File: config.mk
export PLATFORM = sky130hd
export DESIGN_NAME = lsu_seq_flat
export DESIGN_NICKNAME = d
export VERILOG_FILES = /design/src/rtl/lsu_seq_if.sv /design/src/rtl/lsu_seq.sv /design/src/flat_wrapper.sv
export SDC_FILE = /design/constraint.sdc
export NUM_CORES = 1
export LEC_CHECK = 0
export ABC_CLOCK_PERIOD_IN_PS = 4800
export CORE_ASPECT_RATIO = 1.2
export CORE_MARGIN = 3
export CORE_UTILIZATION = 43
export CTS_BUF_LIST = sky130_fd_sc_hd__clkbuf_2 sky130_fd_sc_hd__clkbuf_4 sky130_fd_sc_hd__clkbuf_8
export DETAILED_ROUTE_END_ITERATION = 8
export PLACE_DENSITY = 0.84
export SYNTH_ARGS = -nofsm -noshare
export SYNTH_HDL_FRONTEND = slang
export SYNTH_SLANG_ARGS = --single-unit
File: constraint.sdc
create_clock -name i_clk -period 4.8 [get_ports i_clk]
set_clock_uncertainty 0.05 [all_clocks]
set_input_delay 0.96 -clock i_clk [delete_from_list [all_inputs] [get_ports i_clk]]
set_output_delay 0.96 -clock i_clk [all_outputs]
set_load 0.01 [all_outputs]
File: src/rtl/lsu_seq_if.sv
// Request/response bundle between a core and lsu_seq.
// The core side uses master; the LSU uses slave.
interface lsu_seq_if;
  logic        i_req_valid;
  logic        o_req_ready;
  logic [15:0] i_addr;
  logic [31:0] i_wdata;
  logic        i_we;
  logic [2:0]  i_funct3;
  logic        o_rsp_valid;
  logic [31:0] o_rdata;
  logic        o_misaligned;
  logic        o_fault;

  modport master (
    output i_req_valid, i_addr, i_wdata, i_we, i_funct3,
    input  o_req_ready, o_rsp_valid, o_rdata,
    input  o_misaligned, o_fault
  );

  modport slave (
    input  i_req_valid, i_addr, i_wdata, i_we, i_funct3,
    output o_req_ready, o_rsp_valid, o_rdata,
    output o_misaligned, o_fault
  );
endinterface

File: src/rtl/lsu_seq.sv
// Sequential load/store unit: one request at a time, byte-split misaligned.
// LSU_MISALIGN_SPLIT_EN enables splitting; otherwise misaligned requests fault.
module lsu_seq #(
  parameter int SIZE = 1024
) (
  input  logic        i_clk,
  input  logic        i_rst,
  lsu_seq_if.slave    bus,
  output logic [15:0] o_lsu_addr,
  output logic [31:0] o_st_data,
  output logic        o_lsu_wren,
  output logic [2:0]  o_control,
  input  logic [31:0] i_dmem_data
);

  typedef enum logic [1:0] {IDLE, ACCESS, RESP} state_t;

  state_t      state;
  logic [15:0] a_q;
  logic [31:0] wd_q;
  logic        we_q;
  logic [2:0]  f3_q;
  logic [1:0]  beat;
  logic [31:0] asm_q;

  logic [1:0]  sz;
  logic        mis;
  logic        bad;
  logic        oor;
  logic        split;
  logic        fault;
  logic [16:0] last;
  logic [1:0]  nlast;
  logic [31:0] asm_nx;
  logic [31:0] ext;

  assign sz = f3_q[1:0];
  assign bus.o_req_ready = (state == IDLE);
  assign nlast = (sz == 2'b01) ? 2'd1 : 2'd3;

  // Classify the latched request: alignment, legality, range.
  always_comb begin
    mis  = 1'b1;
    last = {1'b0, a_q};
    unique case (sz)
      2'b00: mis = 1'b0;
      2'b01: begin
        mis  = a_q[0];
        last = {1'b0, a_q} + 17'd1;
      end
      2'b10: begin
        mis  = |a_q[1:0];
        last = {1'b0, a_q} + 17'd3;
      end
      2'b11: begin
        mis  = 1'b1;
        last = {1'b0, a_q} + 17'd3;
      end
    endcase
    bad = (f3_q == 3'b011) | (f3_q[2:1] == 2'b11)
        | (we_q & f3_q[2]);
    oor = (last >= 17'(SIZE));
`ifdef LSU_MISALIGN_SPLIT_EN
    split = mis & ~bad & ~oor;
    fault = bad | oor;
`else
    split = 1'b0;
    fault = bad | oor | mis;
`endif
  end

  // Drive the memory port only while an access beat is in flight.
  always_comb begin
    o_lsu_addr = '0;
    o_st_data  = '0;
    o_lsu_wren = 1'b0;
    o_control  = '0;
    if (state == ACCESS) begin
      if (split) begin
        o_lsu_addr = a_q + {14'd0, beat};
        o_control  = we_q ? 3'b000 : 3'b100;
        o_st_data  = {24'd0, wd_q[{beat, 3'b000} +: 8]};
        o_lsu_wren = we_q & ~i_rst;
      end else begin
        o_lsu_addr = a_q;
        o_control  = f3_q;
        o_st_data  = wd_q;
        o_lsu_wren = we_q & ~fault & ~i_rst;
      end
    end
  end

  // Assembly value after this beat, and its extended form.
  always_comb begin
    asm_nx = asm_q;
    if (split) begin
      asm_nx[{beat, 3'b000} +: 8] = i_dmem_data[7:0];
    end else begin
      asm_nx = i_dmem_data;
    end
    unique case (f3_q)
      3'b000:  ext = {{24{asm_nx[7]}}, asm_nx[7:0]};
      3'b001:  ext = {{16{asm_nx[15]}}, asm_nx[15:0]};
      3'b100:  ext = {24'd0, asm_nx[7:0]};
      3'b101:  ext = {16'd0, asm_nx[15:0]};
      default: ext = asm_nx;
    endcase
  end

  // Request sequencer with registered response outputs.
  always_ff @(posedge i_clk) begin
    if (i_rst) begin
      state            <= IDLE;
      beat             <= '0;
      asm_q            <= '0;
      bus.o_rsp_valid  <= 1'b0;
      bus.o_rdata      <= '0;
      bus.o_misaligned <= 1'b0;
      bus.o_fault      <= 1'b0;
    end else begin
      unique case (state)
        IDLE: begin
          if (bus.i_req_valid) begin
            a_q   <= bus.i_addr;
            wd_q  <= bus.i_wdata;
            we_q  <= bus.i_we;
            f3_q  <= bus.i_funct3;
            beat  <= '0;
            asm_q <= '0;
            state <= ACCESS;
          end
        end
        ACCESS: begin
          asm_q <= asm_nx;
          if (split && (beat != nlast)) begin
            beat <= beat + 2'd1;
          end else begin
            state            <= RESP;
            bus.o_rsp_valid  <= 1'b1;
            bus.o_rdata      <= (we_q | fault) ? '0 : ext;
            bus.o_misaligned <= mis;
            bus.o_fault      <= fault;
          end
        end
        RESP: begin
          bus.o_rsp_valid <= 1'b0;
          state           <= IDLE;
        end
        default: state <= IDLE;
      endcase
    end
  end

endmodule

File: src/flat_wrapper.sv
// flat-port wrapper written by rule: the top's interface ports become plain ports
module lsu_seq_flat 
#(
  parameter int SIZE = 1024
)
  (i_clk, i_rst, o_lsu_addr, o_st_data, o_lsu_wren, o_control, i_dmem_data, bus_i_req_valid, bus_i_addr, bus_i_wdata, bus_i_we, bus_i_funct3, bus_o_req_ready, bus_o_rsp_valid, bus_o_rdata, bus_o_misaligned, bus_o_fault);
  lsu_seq_if bus_i ();
  input  logic i_clk;
  input  logic i_rst;
  output logic [15:0] o_lsu_addr;
  output logic [31:0] o_st_data;
  output logic o_lsu_wren;
  output logic [2:0] o_control;
  input  logic [31:0] i_dmem_data;
  input wire logic [$bits(bus_i.i_req_valid)-1:0] bus_i_req_valid;
  input wire logic [$bits(bus_i.i_addr)-1:0] bus_i_addr;
  input wire logic [$bits(bus_i.i_wdata)-1:0] bus_i_wdata;
  input wire logic [$bits(bus_i.i_we)-1:0] bus_i_we;
  input wire logic [$bits(bus_i.i_funct3)-1:0] bus_i_funct3;
  output wire logic [$bits(bus_i.o_req_ready)-1:0] bus_o_req_ready;
  output wire logic [$bits(bus_i.o_rsp_valid)-1:0] bus_o_rsp_valid;
  output wire logic [$bits(bus_i.o_rdata)-1:0] bus_o_rdata;
  output wire logic [$bits(bus_i.o_misaligned)-1:0] bus_o_misaligned;
  output wire logic [$bits(bus_i.o_fault)-1:0] bus_o_fault;
  assign bus_i.i_req_valid = bus_i_req_valid;
  assign bus_i.i_addr = bus_i_addr;
  assign bus_i.i_wdata = bus_i_wdata;
  assign bus_i.i_we = bus_i_we;
  assign bus_i.i_funct3 = bus_i_funct3;
  assign bus_o_req_ready = bus_i.o_req_ready;
  assign bus_o_rsp_valid = bus_i.o_rsp_valid;
  assign bus_o_rdata = bus_i.o_rdata;
  assign bus_o_misaligned = bus_i.o_misaligned;
  assign bus_o_fault = bus_i.o_fault;
  lsu_seq #(.SIZE(SIZE)) u_core (.i_clk(i_clk), .i_rst(i_rst), .bus(bus_i), .o_lsu_addr(o_lsu_addr), .o_st_data(o_st_data), .o_lsu_wren(o_lsu_wren), .o_control(o_control), .i_dmem_data(i_dmem_data));
endmodule
==> impl_results.md, run 1 <==
* Die Wd at around 93 um
* IO Pins at around 180
* Postcts setup bufs at 0
* Worst-skew pair later-pin latency at between 300 and 400 ps
* Yosys top cell area share at 0.3986
* Startpoint types: flop
* Max VDD drop at roughly 230 uV
* CTS root buf: clkbuf_8
* WHS Endpoint: u_core.bus.o_rdata[8]
* Most frequent cells after synthesis: edfxtp_1 (52), and2_1 (46), dfxtp_1 (37)
* Final Max Tran Viols at 0
* Count of unique library cells instantiated by Yosys at 39
* Number of global-route vias before repair at around 3300
* Crit path kind: flop to output pin
* Worst-path fanout max at 21
* Global-route wire length before repair at ~17 mm
* Setup TNS at 0 ps
* Initial Utilization at 0.4501
* CP Capture Type: output pin
* R2R depth at 7
* Number of synthesized register bits at 89
* EDFF count, synth at 52
* Antenna Nets Post-Route at 0
* Iter 0 DRT Violations at around 150
* DRT Pass-1 Iters at 4
* RSZ-0062 raised after global routing: no
* Area grow syn2layout at 53.34%
* Die height at about 110 um
* # nets final at between 500 and 600
* Static leakage at 2.193 nW
* H-tree levels at 3
* Hold Crit Start: u_core.bus.o_rdata[8]
* Post-Syn Area at 3918 um2
* Worst path arrival time at around 3400 ps
* CTS Hold Bufs at 0
* Cell taking the most area after synthesis: edfxtp_1
* Status: finished clean
* TritonCTS buffer count at 9
* Worst hold path type: flop to flop
* Hold Fails Final Rpt at 0
* GRT Residual Overflow at 0
* Hold path depth at 2
* Worst-path clk slew at 90 ps
* Total Power at about 1.7 mW
* Part of the cycle the worst path needs at 0.9134
* Layout cell share with drive strength beyond 1 at 0.1190
* Std cell rows at 37
* Worst Max-Slew Pin Slew at about 1100 ps
* Syn. warnings at 0
* Placer congestion estimate at 0.8658
* Clock Path Buffers at 2
* Ys flop type: edfxtp_1
* PortBufs at between 150 and 200
* # resized after CTS at 0
* Syn nets at ~420
* Fmax at 0.2281 GHz
* All-Layer GR Usage at 0.2089
* Multi-input gate area at between 1000 and 1500 um2
* CP required at roughly 3800 ps
* # DRC at 0
* Setup violations, final at 0
* Post-Syn Area per Cell at 12.13 um2
* Core area at between 8000 and 9000 um2
* Flip-flop and latch area at roughly 2300 um2
* R2r startpoint: u_core.f3_q[1]
* Crit path time final at 4384 ps
* Number of fill cells at between 600 and 700
* Post-DR vias/cell at 5.116
* Most frequent cell after synthesis: edfxtp_1
* Normalized max-slew margin at 0.2394
* Pin count of the biggest net entering global routing at 53
* Max-cap viol count at 0
* Initial antenna violation count at 0
* WL final at 10.68 mm
* Diodes inserted at 0
* Die area at 10300 um2
* R2R Path End: u_core.bus.o_rdata[10]
* DPL Wire Length at roughly 7.8 mm
* Avg WL per Cell at between 15 and 20 um
* Total vias in the final route at roughly 3100
* Mapped Cells at 323
* Post-synthesis sequential area ratio at 0.5877
* Pwr Density at 289.7 nW/um2
* R2R setup slack at 1710 ps
* Largest cells by area after synthesis: edfxtp_1 (40%), dfxtp_1 (19%), o41ai_2 (12%)
* Asr flop ratio synth at 0
* Clk sink count at between 80 and 90
* CTS tree: done
cell usage in the layout (no fill, tap or decap), drive strengths merged, types with 3 or more instances in the layout:
master / synthesis / routed
inv: 16 / 17
nor2: 13 / 13
clkdlybuf4s50: 0 / 174
edfxtp: 52 / 52
buf: 7 / 7
o41ai: 32 / 32
clkbuf: 17 / 10
nand2: 35 / 35
dfxtp: 37 / 37
and2: 46 / 46
bufinv: 0 / 3
ha: 5 / 5
nor3: 4 / 4
a21oi: 28 / 28
where the power goes:
part           switching (mW)  leakage [nW]  internal, mW  total [mW]
Clock                   0.276         0.121         0.355       0.630
Combinational           0.117          1.29         0.142       0.259
Sequential             0.0121         0.781         0.838       0.850
flip-flops by register name (all words and copies together) (netlist names):
name                     flops
u_core.bus.o_rdata          32
u_core.wd_q                 32
u_core.a_q                  16
u_core.f3_q                  3
u_core.state                 2
u_core.bus.o_fault           1
u_core.bus.o_misaligned      1
u_core.bus.o_rsp_valid       1
u_core.we_q                  1
layout make-up:
class,count,area share
clock buffer,10,0.02187
clock inverter,6,0.01916
inverter,17,0.01062
multi-input combinational,193,0.2420
sequential,89,0.3833
tap,117,0.02437
timing repair buffer,181,0.2987
worst max-delay path, stage by stage, from the launching register on:
cell and delay [ps]:
edfxtp_1 380, buf_4 270, o211ai_2 180, nor4_2 530, o2111ai_1 150, or4b_2 670
nor3_1 240, clkdlybuf4s50_1 600
routing by layer:
| layer | share of wire | up-vias | routed length [um] | track usage |
|---|---|---|---|---|
| met4 | 0.020 | 0 | 212 | 0.07038 |
| li1 | - | 1492 | - | - |
| met5 | 0 | - | 0 | 0 |
| met1 | 0.38 | 1465 | 4024 | 0.2298 |
| met3 | 0.13 | 18 | 1351 | 0.1104 |
| met2 | 0.48 | 161 | 5094 | 0.3431 |
worst max path at each step:
| stage | startpoint | end | slack (ps) | depth (start not counted) |
|---|---|---|---|---|
| floorplan | u_core.f3_q[1] | o_lsu_wren | 710 | 11 |
| global placement | u_core.f3_q[1] | o_lsu_wren | 930 | 7 |
| detailed placement | u_core.f3_q[1] | o_lsu_wren | 850 | 7 |
| CTS | u_core.f3_q[1] | o_lsu_wren | 420 | 7 |
| global route | u_core.f3_q[1] | o_lsu_wren | 170 | 7 |
| finish | u_core.f3_q[1] | o_lsu_wren | 420 | 7 |
kinds of logic (layout without fill, tap and decap cells):
logic type,Yosys count,after routing,synth area share
buffers and inverters,41,214,0.04695
DFF,89,89,0.5877
muxes,2,2,0.005110
xor gates and xnor gates,1,1,0.002236
AOI/OAI and AO/OA,71,71,0.1833
adders and majority gates,6,6,0.02108
and+or+nand+nor,113,113,0.1536
metrics by stage:
| step | area [um2] | hold slack (ps) | std cells | setup slack, ps | util |
|---|---|---|---|---|---|
| after floorplan | 3918 | 426.1 | 323 | 713.6 | - |
| after CTS | 6007 | 409.4 | 613 | 423.9 | 0.6902 |
| after detailed placement | 5761 | 387.3 | 597 | 850.6 | 0.6619 |
| final | 6007 | 405.5 | 613 | 415.9 | 0.6902 |
| after global placement | 5761 | 380.2 | 597 | 931.9 | 0.6619 |
| after global routing | 6007 | 434.6 | 613 | 168.0 | 0.6902 |
(Power assumes the default switching activity.)
==> run 2, diff against run 1 <==
--- a/config.mk
+++ b/config.mk
@@ -8,10 +8,11 @@
 export ABC_CLOCK_PERIOD_IN_PS = 4800
 export CORE_ASPECT_RATIO = 1.2
 export CORE_MARGIN = 3
-export CORE_UTILIZATION = 43
+export CORE_UTILIZATION = 60
 export CTS_BUF_LIST = sky130_fd_sc_hd__clkbuf_2 sky130_fd_sc_hd__clkbuf_4 sky130_fd_sc_hd__clkbuf_8
 export DETAILED_ROUTE_END_ITERATION = 8
-export PLACE_DENSITY = 0.84
+export DONT_BUFFER_PORTS = 1
+export PLACE_DENSITY = 0.78
 export SYNTH_ARGS = -nofsm -noshare
 export SYNTH_HDL_FRONTEND = slang
 export SYNTH_SLANG_ARGS = --single-unit
==> run 2 against run 1 <==
Compared with the run above:
- die area is 27% lower
- maximum frequency up 3.3%
- count of clock-buffer cells in the layout unchanged
- non-clock buffer count decreased by 174
- combinational power down 51%
- cell count fell by 34%
- critical endpoint unchanged
- highest routed layer unchanged
==> impl_results.md, run 2 (synthesis results as in run 1) <==
* IO Pins at 175 (unchanged)
* Max-cap viol count at 0 (unchanged)
* Antenna Nets Post-Route at 0 (unchanged)
* Most common cell after layout, fill and taps aside: edfxtp_1
* Layout Cells excl Fill at 404 (-34%)
* Area grow syn2layout at 6.547%
* Crit path largest cell delay at 670 ps (about the same)
* Worst Path Buf+Inv at 2 (unchanged)
* Most frequent cells in the layout: edfxtp_1 (52), and2_1 (46), dfxtp_1 (37)
* Postcts setup bufs at 0 (unchanged)
* Std cell rows at 31 (-16%)
* Post-route cell area at 4174 um2 (-31%)
* Cells along the critical path: buf_4, inv_1, fa_1, nand3b_1, o21ai_0, o2111ai_1, or4b_2, nor3_1
* Crit path kind: flop to output pin
* Iter 0 DRT Violations at 129 (-12%)
* Flip-flop and latch area at 2302 um2 (unchanged)
* Post-DR vias/cell at 6.054 (+18%)
* Worst hold path type: flop to flop
* Placement Cell Area at 3975 um2 (-31%)
* Diodes inserted at 0 (unchanged)
* Clk sink count at 89 (unchanged)
* Number of global-route vias before repair at 2384 (-29%)
* Worst-path fanout max at 23 (+9.5%)
* Die area at 7539 um2 (-27%)
* Multi-input gate area at 1454 um2 (unchanged)
* CTS Hold Bufs at 0 (unchanged)
* Worst Max-Slew Pin Slew at 1094 ps (-47.06 ps)
* Clock Path Buffers at 2 (unchanged)
* Final WS setup at 556.5 ps (+140.6 ps)
* # nets final at 410 (-30%)
* Part of the cycle the worst path needs at 0.8841 (-0.02929)
* Avg WL per Cell at 20.02 um (+15%)
* Normalized max-slew margin at 0.2708 (+0.03138)
* Die height at 94.52 um (-15%)
* All-Layer GR Usage at 0.2105 (+0.001571)
* CP Capture Type: output pin
* CTS tree: done
* Placed Cells at 388 (-35%)
* # DRC at 0 (unchanged)
* Pwr Density at 355.9 nW/um2 (+23%)
* Status: finished clean
* DPL Wire Length at 5.870 mm (-24%)
* # resized after CTS at 0 (unchanged)
* GRT Residual Overflow at 0 (unchanged)
* PortBufs at 0 (-100%)
* Initial antenna violation count at 0 (unchanged)
* Crit path time final at 4244 ps (-140.6 ps)
* Startpoint types: flop
* Final core utilization at 0.6768 (-0.01338)
* Worst-path clk slew at 80 ps (about the same)
* Setup violations, final at 0 (unchanged)
* RSZ-0062 raised after global routing: no
* Static leakage at 1.536 nW (-30%)
* TritonCTS buffer count at 9 (unchanged)
* Fmax at 0.2357 GHz (+3.3%)
* Total vias in the final route at 2446 (-22%)
* Total Power at 1.485 mW (-15%)
* Global-route wire length before repair at 11.97 mm (-29%)
* Final Max Tran Viols at 0 (unchanged)
* DRT Pass-1 Iters at 4 (unchanged)
* Worst path arrival time at 3230 ps (-140 ps)
* WL final at 8.090 mm (-24%)
* CTS root buf: clkbuf_8
* Setup WS pre-CTS at 976.5 ps (+125.9 ps)
* Placer congestion estimate at 0.7600 (-12%)
* CP required at 3790 ps (about the same)
* Setup TNS at 0 ps (unchanged)
* Final hold slack at 468.7 ps (+63.19 ps)
* Crit-path leading delay family: simple AND/OR/NAND/NOR gates
* Max VDD drop at 251.8 uV (+9.2%)
* Layout cell share with drive strength beyond 1 at 0.1832 (+0.06428)
* Hold Fails Final Rpt at 0 (unchanged)
* Pin count of the biggest net entering global routing at 53 (unchanged)
* H-tree levels at 3 (unchanged)
* Critical path's slowest cell: or4b_2
* Largest regs: u_core.bus.o_rdata: 32 flops, u_core.wd_q: 32 flops, u_core.a_q: 16 flops
* Die Wd at 79.77 um (-14%)
* Number of fill cells at 426 (-35%)
* Initial Utilization at 0.6352 (+0.1851)
* Worst-skew pair later-pin latency at 340 ps (-20 ps)
* Core area at 6167 um2 (-29%)
[run 2: cell types whose count changed in the layout (fill, tap and decap cells not counted)]
| cell | before | now |
|---|---|---|
| bufinv_16 | 3 | 1 |
| clkinvlp_4 | 1 | 0 |
| clkdlybuf4s50_1 | 174 | 0 |
| clkinv_4 | 1 | 2 |
| inv_4 | 0 | 1 |
| clkinv_2 | 0 | 1 |
[run 2: area by class of cell]
class,instances,area share
Tap cell,82,0.02458
Multi-Input combinational cell,193,0.3483
Clock buffer,10,0.03147
Sequential cell,89,0.5516
Clock inverter,6,0.01619
Timing Repair Buffer,7,0.01259
Inverter,17,0.01529
[run 2: path summary, 6_finish.rpt]
path	start	slack, ps	cells past startpoint	end
worst max register to register	u_core.f3_q[1]	1490	9	u_core.bus.o_rdata[11]
worst max-delay path	u_core.f3_q[1]	560	8	o_lsu_wren
worst min register to register	u_core.bus.o_rdata[9]	470	2	u_core.bus.o_rdata[9]
worst min-delay path	u_core.bus.o_rdata[9]	470	2	u_core.bus.o_rdata[9]
[run 2: layer usage]
metal,vias up,GRT usage,share of wire
li1,1156,-,-
met1,1149,0.2318,0.38
met2,128,0.3579,0.50
met3,13,0.08969,0.10
met4,0,0.08451,0.017
met5,-,0,0
[run 2: worst reg2reg max path: cells and delay by family, from the launching register on]
family,cells,cell delay (ps)
compound gates,3,740
flops,1,340
simple gates,2,900
buf+inv,3,690
fa+ha+maj,1,480
[run 2: power by group]
group | internal [mW] | total, mW | switching [mW]
Sequential | 0.838 | 0.852 | 0.0131
Combinational | 0.0344 | 0.126 | 0.0919
Clock | 0.250 | 0.508 | 0.258
==> run 3, diff against run 2 <==
--- a/config.mk
+++ b/config.mk
@@ -6,7 +6,6 @@
 export NUM_CORES = 1
 export LEC_CHECK = 0
 export ABC_CLOCK_PERIOD_IN_PS = 4800
-export CORE_ASPECT_RATIO = 1.2
 export CORE_MARGIN = 3
 export CORE_UTILIZATION = 60
 export CTS_BUF_LIST = sky130_fd_sc_hd__clkbuf_2 sky130_fd_sc_hd__clkbuf_4 sky130_fd_sc_hd__clkbuf_8
==> run 3 against run 2 <==
Compared with the run above:
- utilization grew 0.89 points
- worst hold slack lost 4.2 ps
- final area grew 0.72%
- first-iteration DRC count shrank 12%
==> impl_results.md, run 3 (synthesis results as in run 1) <==
* TritonCTS buffer count at 9 (unchanged)
* PortBufs at 0 (unchanged)
* Worst-skew pair later-pin latency at 350 ps (about the same)
* Core area at 6131 um2 (-0.59%)
* Worst Max-Slew Pin Slew at 1109 ps (+15.23 ps)
* Die Wd at 86.81 um (+8.8%)
* GRT Residual Overflow at 0 (unchanged)
* Area grow syn2layout at 7.314%
* IO Pins at 175 (unchanged)
* Status: finished clean
* DPL Wire Length at 6.023 mm (+2.6%)
* R2r startpoint: u_core.f3_q[1]
* Worst-path clk slew at 80 ps (about the same)
* Crit path from: u_core.f3_q[1]
* Startpoint types: flop
* Layout Cells excl Fill at 396 (-2.0%)
* Pwr Density at 379.0 nW/um2 (+6.5%)
* Pin count of the biggest net entering global routing at 53 (unchanged)
* Postcts setup bufs at 0 (unchanged)
* Crit path time final at 4284 ps (+40.26 ps)
* Antenna Nets Post-Route at 0 (unchanged)
* Clk sink count at 89 (unchanged)
* DRT Pass-1 Iters at 4 (unchanged)
* Part of the cycle the worst path needs at 0.8925 (+0.008388)
* Initial Utilization at 0.6390 (+0.003759)
* Diodes inserted at 0 (unchanged)
* Clock Path Buffers at 2 (unchanged)
* Crit path kind: flop to output pin
* Fmax at 0.2334 GHz (-0.94%)
* # resized after CTS at 0 (unchanged)
* Avg WL per Cell at 21.57 um (+7.7%)
* WL final at 8.543 mm (+5.6%)
* Layout cell share with drive strength beyond 1 at 0.1838 (+0.0005708)
* Most common cell after layout, fill and taps aside: edfxtp_1
* Placer congestion estimate at 0.7711 (+1.5%)
* Worst path arrival time at 3270 ps (+40 ps)
* Total Power at 1.593 mW (+7.3%)
* Worst-path fanout max at 8 (-65%)
* Largest regs: u_core.bus.o_rdata: 32 flops, u_core.wd_q: 32 flops, u_core.a_q: 16 flops
* Number of global-route vias before repair at 2459 (+3.1%)
* Cells along the critical path: inv_1, fa_1, nand3b_1, o21ai_0, o2111ai_1, or4b_2, nor3_1
* Placed Cells at 380 (-2.1%)
* Post-DR vias/cell at 6.212 (+2.6%)
* Crit path largest cell delay at 690 ps (+20 ps)
* Global-route wire length before repair at 12.90 mm (+7.8%)
* Most frequent cells in the layout: edfxtp_1 (52), and2_1 (46), dfxtp_1 (37)
* CP required at 3790 ps (about the same)
* Die height at 86.81 um (-8.2%)
* Setup violations, final at 0 (unchanged)
* Std cell rows at 28 (-9.7%)
* Normalized max-slew margin at 0.2606 (-0.01016)
* All-Layer GR Usage at 0.2261 (+0.01564)
* Final Max Tran Viols at 0 (unchanged)
* Die area at 7535 um2 (about the same)
* Total vias in the final route at 2460 (+0.57%)
* Initial antenna violation count at 0 (unchanged)
* Max VDD drop at 330.8 uV (+31%)
* Static leakage at 1.544 nW (+0.53%)
* CTS Hold Bufs at 0 (unchanged)
* Number of fill cells at 448 (+5.2%)
* # DRC at 0 (unchanged)
* Hold Fails Final Rpt at 0 (unchanged)
* CP Capture Type: output pin
* RSZ-0062 raised after global routing: no
* CTS tree: done
* # nets final at 409 (-0.24%)
* Final core utilization at 0.6857 (+0.008903)
* Worst hold path type: flop to flop
* Critical path's slowest cell: or4b_2
* H-tree levels at 3 (unchanged)
* Hold Crit Start: u_core.bus.o_rdata[11]
* CTS root buf: clkbuf_8
* Setup TNS at 0 ps (unchanged)
* Iter 0 DRT Violations at 113 (-12%)
* Max-cap viol count at 0 (unchanged)
[run 3: cell types whose count changed in the layout (fill, tap and decap cells not counted)]
| cell | before | now |
|---|---|---|
| inv_6 | 1 | 0 |
| or3_2 | 0 | 1 |
| inv_4 | 1 | 0 |
| clkinvlp_4 | 0 | 2 |
| clkbuf_4 | 1 | 2 |
| or3_1 | 1 | 0 |
| clkinv_2 | 1 | 0 |
| clkinv_4 | 2 | 0 |
| bufinv_16 | 1 | 3 |
| buf_4 | 7 | 6 |
[run 3: path summary, 6_finish.rpt]
kind | end | slack [ps] | cells past startpoint
setup / recovery | o_lsu_wren | 520 | 7
hold / removal | u_core.bus.o_rdata[11] | 460 | 2
setup reg to reg | u_core.bus.o_rdata[28] | 1500 | 8
hold reg to reg | u_core.bus.o_rdata[11] | 460 | 2
[run 3: layout make-up]
type                            instances  area [um2]  area share
Inverter                               17       63.81     0.01518
Tap cell                               75       93.84     0.02232
Timing Repair Buffer                    6       45.04     0.01071
Clock inverter                          5       105.1     0.02500
Sequential cell                        89        2302      0.5476
Clock buffer                           11       138.9     0.03304
Multi-Input combinational cell        193        1455      0.3461
[run 3: critical path, delay by kind of cell (launching register included)]
kind	cells	cell delay [ps]
flip-flops	1	500
buffers and inverters	1	120
AND/OR/NAND/NOR	3	1440
adder cells (fa/ha/maj)	1	470
AO/OA/AOI/OAI	2	400
[run 3: report_power, final]
| part | internal [mW] | switching [mW] | leakage (nW) |
|---|---|---|---|
| logic | 0.0340 | 0.0917 | 0.647 |
| registers | 0.839 | 0.0146 | 0.781 |
| clock network | 0.358 | 0.257 | 0.117 |
[run 3: metrics by stage]
| stage | instance area [um2] | hold slack [ps] | worst slack [ps] |
|---|---|---|---|
| global route | 4204 | 495.1 | 398.1 |
| finish | 4204 | 464.6 | 516.2 |
| detailed placement | 3960 | 456.4 | 953.3 |
| floorplan | 3918 | 426.1 | 713.6 |
| CTS | 4204 | 468.9 | 559.3 |
| global placement | 3960 | 453.1 | 1141 |
[run 3: routing by layer]
metal | wire length, um | GRT usage
met1 | 3316 | 0.2664
met2 | 4216 | 0.3637
met3 | 841 | 0.09791
met4 | 170 | 0.08924
met5 | 0 | 0
==> edit: new RTL, flow settings as in run 3 <==
The option `LSU_MISALIGN_SPLIT_EN` is turned on by a define.
--- a/src/rtl/lsu_seq.sv
+++ b/src/rtl/lsu_seq.sv
@@ -2,2 +2,4 @@
 // LSU_MISALIGN_SPLIT_EN enables splitting; otherwise misaligned requests fault.
+`define LSU_MISALIGN_SPLIT_EN
+
 module lsu_seq #(
Function: changed (a bounded check fails within 4 cycles, from zero or initial values and one cycle with i_rst high).
==> edit against run 3 <==
  * Via count increased by 96%
  * Sequential share of layout area decreased by 9.4 points
  * Routed wire length increased by 87%
  * Die area increased by 50%
  * Global-route usage increased by 5.4 points
  * Combinational power increased by 9%
  * Cell count increased by 85%
  * Final area increased by 57%
  * Total power increased by 39%
  * Setup slack got worse by 330 ps
  * Area after synthesis increased by 54%
  * Fmax decreased by 7.2%
  * Sequential cell count increased by 34
  * Highest routed layer unchanged
==> edit: results <==
routing:
  wl_um: 15900
  dr.pass1.iters: 7
worst_setup_path:
  cp_slowest_cell: "edfxtp_1"
  max_stage_delay_ps: 500
  ff2ff_setup_slack_ps: 1320
  r2r_end: "u_core.bus.o_rdata[11]$_SDFFE_PP0P_"
  crit_arrival_ps: 3610
  endpoint: "o_lsu_addr[8]"
grt:
  grt_pass1_vias: 4830
  grt.total_usage: 0.280
placement:
  routabilityCongestion: 0.851
  dp_hpwl_um: 10800
synthesis:
  synthTopCellsByArea: "edfxtp_1 26%, dfxtp_1 24%, nor2b_1 4.7%"
  synth.distinct_cells: 52
  synth_fp_nets: 692
  ys_seq_area_frac: 0.494
worst_hold_path:
  hold_start: "u_core.asm_q[13]$_SDFFE_PP0P_"
cts:
  numCtsBuffers: 17
  h-tree-depth: 4
  clk_latency_ps: 440
sta:
  relSlewSlack: 0.380
power:
  peakVddDrop_mv: 0.283
  p_leak_nw: 2.45
cells_and_area:
  layout-drive-gt1-share: 0.118
  largest_registers: "u_core.asm_q (32), u_core.bus.o_rdata (32), u_core.wd_q (32)"
run_status:
  status: "finished clean"
## edit: cell types whose count changed in the layout (fill, tap and decap cells not counted), moves of 16 or more
cell,change
nand3_1,+37
a32o_1,+16
a32oi_1,+16
and2_1,-39
a21oi_1,+25
o41ai_2,-28
a22o_1,+22
a21o_1,+17
nor2b_1,+43
and3_1,+24
dfxtp_1,+34
## edit: logic make-up (layout without fill, tap and decap cells)
logic type               after synthesis  in the layout  synth area share
AND/OR/NAND/NOR                      219            219             0.203
multiplexers                           9              9            0.0315
AO/OA/AOI/OAI                        172            172             0.200
buffers and inverters                 53             60            0.0357
flip-flops                           123            123             0.494
adder cells (fa/ha/maj)               10             10            0.0232
XOR/XNOR                               9              9            0.0131
## edit: layout make-up
class	instances	area (um2)	area share
clock buffers	17	234	0.0356
flip-flops and latches	123	2980	0.453
multi-input cells	419	2870	0.436
inverters	10	37.5	0.00570
clock inverters	15	163	0.0247
well taps	129	161	0.0245
repair buffers	18	135	0.0205
## edit: worst min-delay path by stage
stage	to	slack, ps	cells past startpoint
finish	u_core.asm_q[13]$_SDFFE_PP0P_	400	2
global route	u_core.asm_q[13]$_SDFFE_PP0P_	420	2
detailed placement	u_core.asm_q[13]$_SDFFE_PP0P_	390	2
global placement	u_core.asm_q[15]$_SDFFE_PP0P_	380	2
floorplan	u_core.asm_q[10]$_SDFFE_PP0P_	370	2
CTS	u_core.asm_q[13]$_SDFFE_PP0P_	400	2
## edit: what timing repair did
item / CTS / global route
buffers inserted: 0 / 0
endpoints found under the setup margin: 0 / 2
gates resized for setup: 0 / 1
## edit: routing by layer
layer  GRT usage  wire [um]  up-vias
li1            -          -     2243
met1       0.352       6440     2324
met3       0.105       1500       25
met2       0.441       7730      236
met4       0.105        278        0
met5           0          0        -
## edit: through the flow
stage                     std cells  worst slack, ps  hold WS, ps   util  instance area, um2
after floorplan                 595              766          367      -                6040
after CTS                       731              112          405  0.692                6580
after global routing            731             45.2          421  0.692                6580
final                           731              184          404  0.692                6580
after detailed placement        699              616          387  0.651                6180
after global placement          699              725          379  0.651                6180
## edit: worst max-delay path: cells and delay by family (launching register included)
family / cells / cell delay [ps]
AO/OA/AOI/OAI: 3 / 860
adder cells (fa/ha/maj): 1 / 480
flip-flops: 1 / 500
buffers and inverters: 1 / 170
AND/OR/NAND/NOR: 3 / 1180
## edit: power breakdown
| part | leakage, nW | switching [mW] | internal (mW) |
|---|---|---|---|
| registers | 1.06 | 0.0238 | 1.13 |
| clock network | 0.188 | 0.452 | 0.469 |
| logic | 1.20 | 0.0884 | 0.0487 |
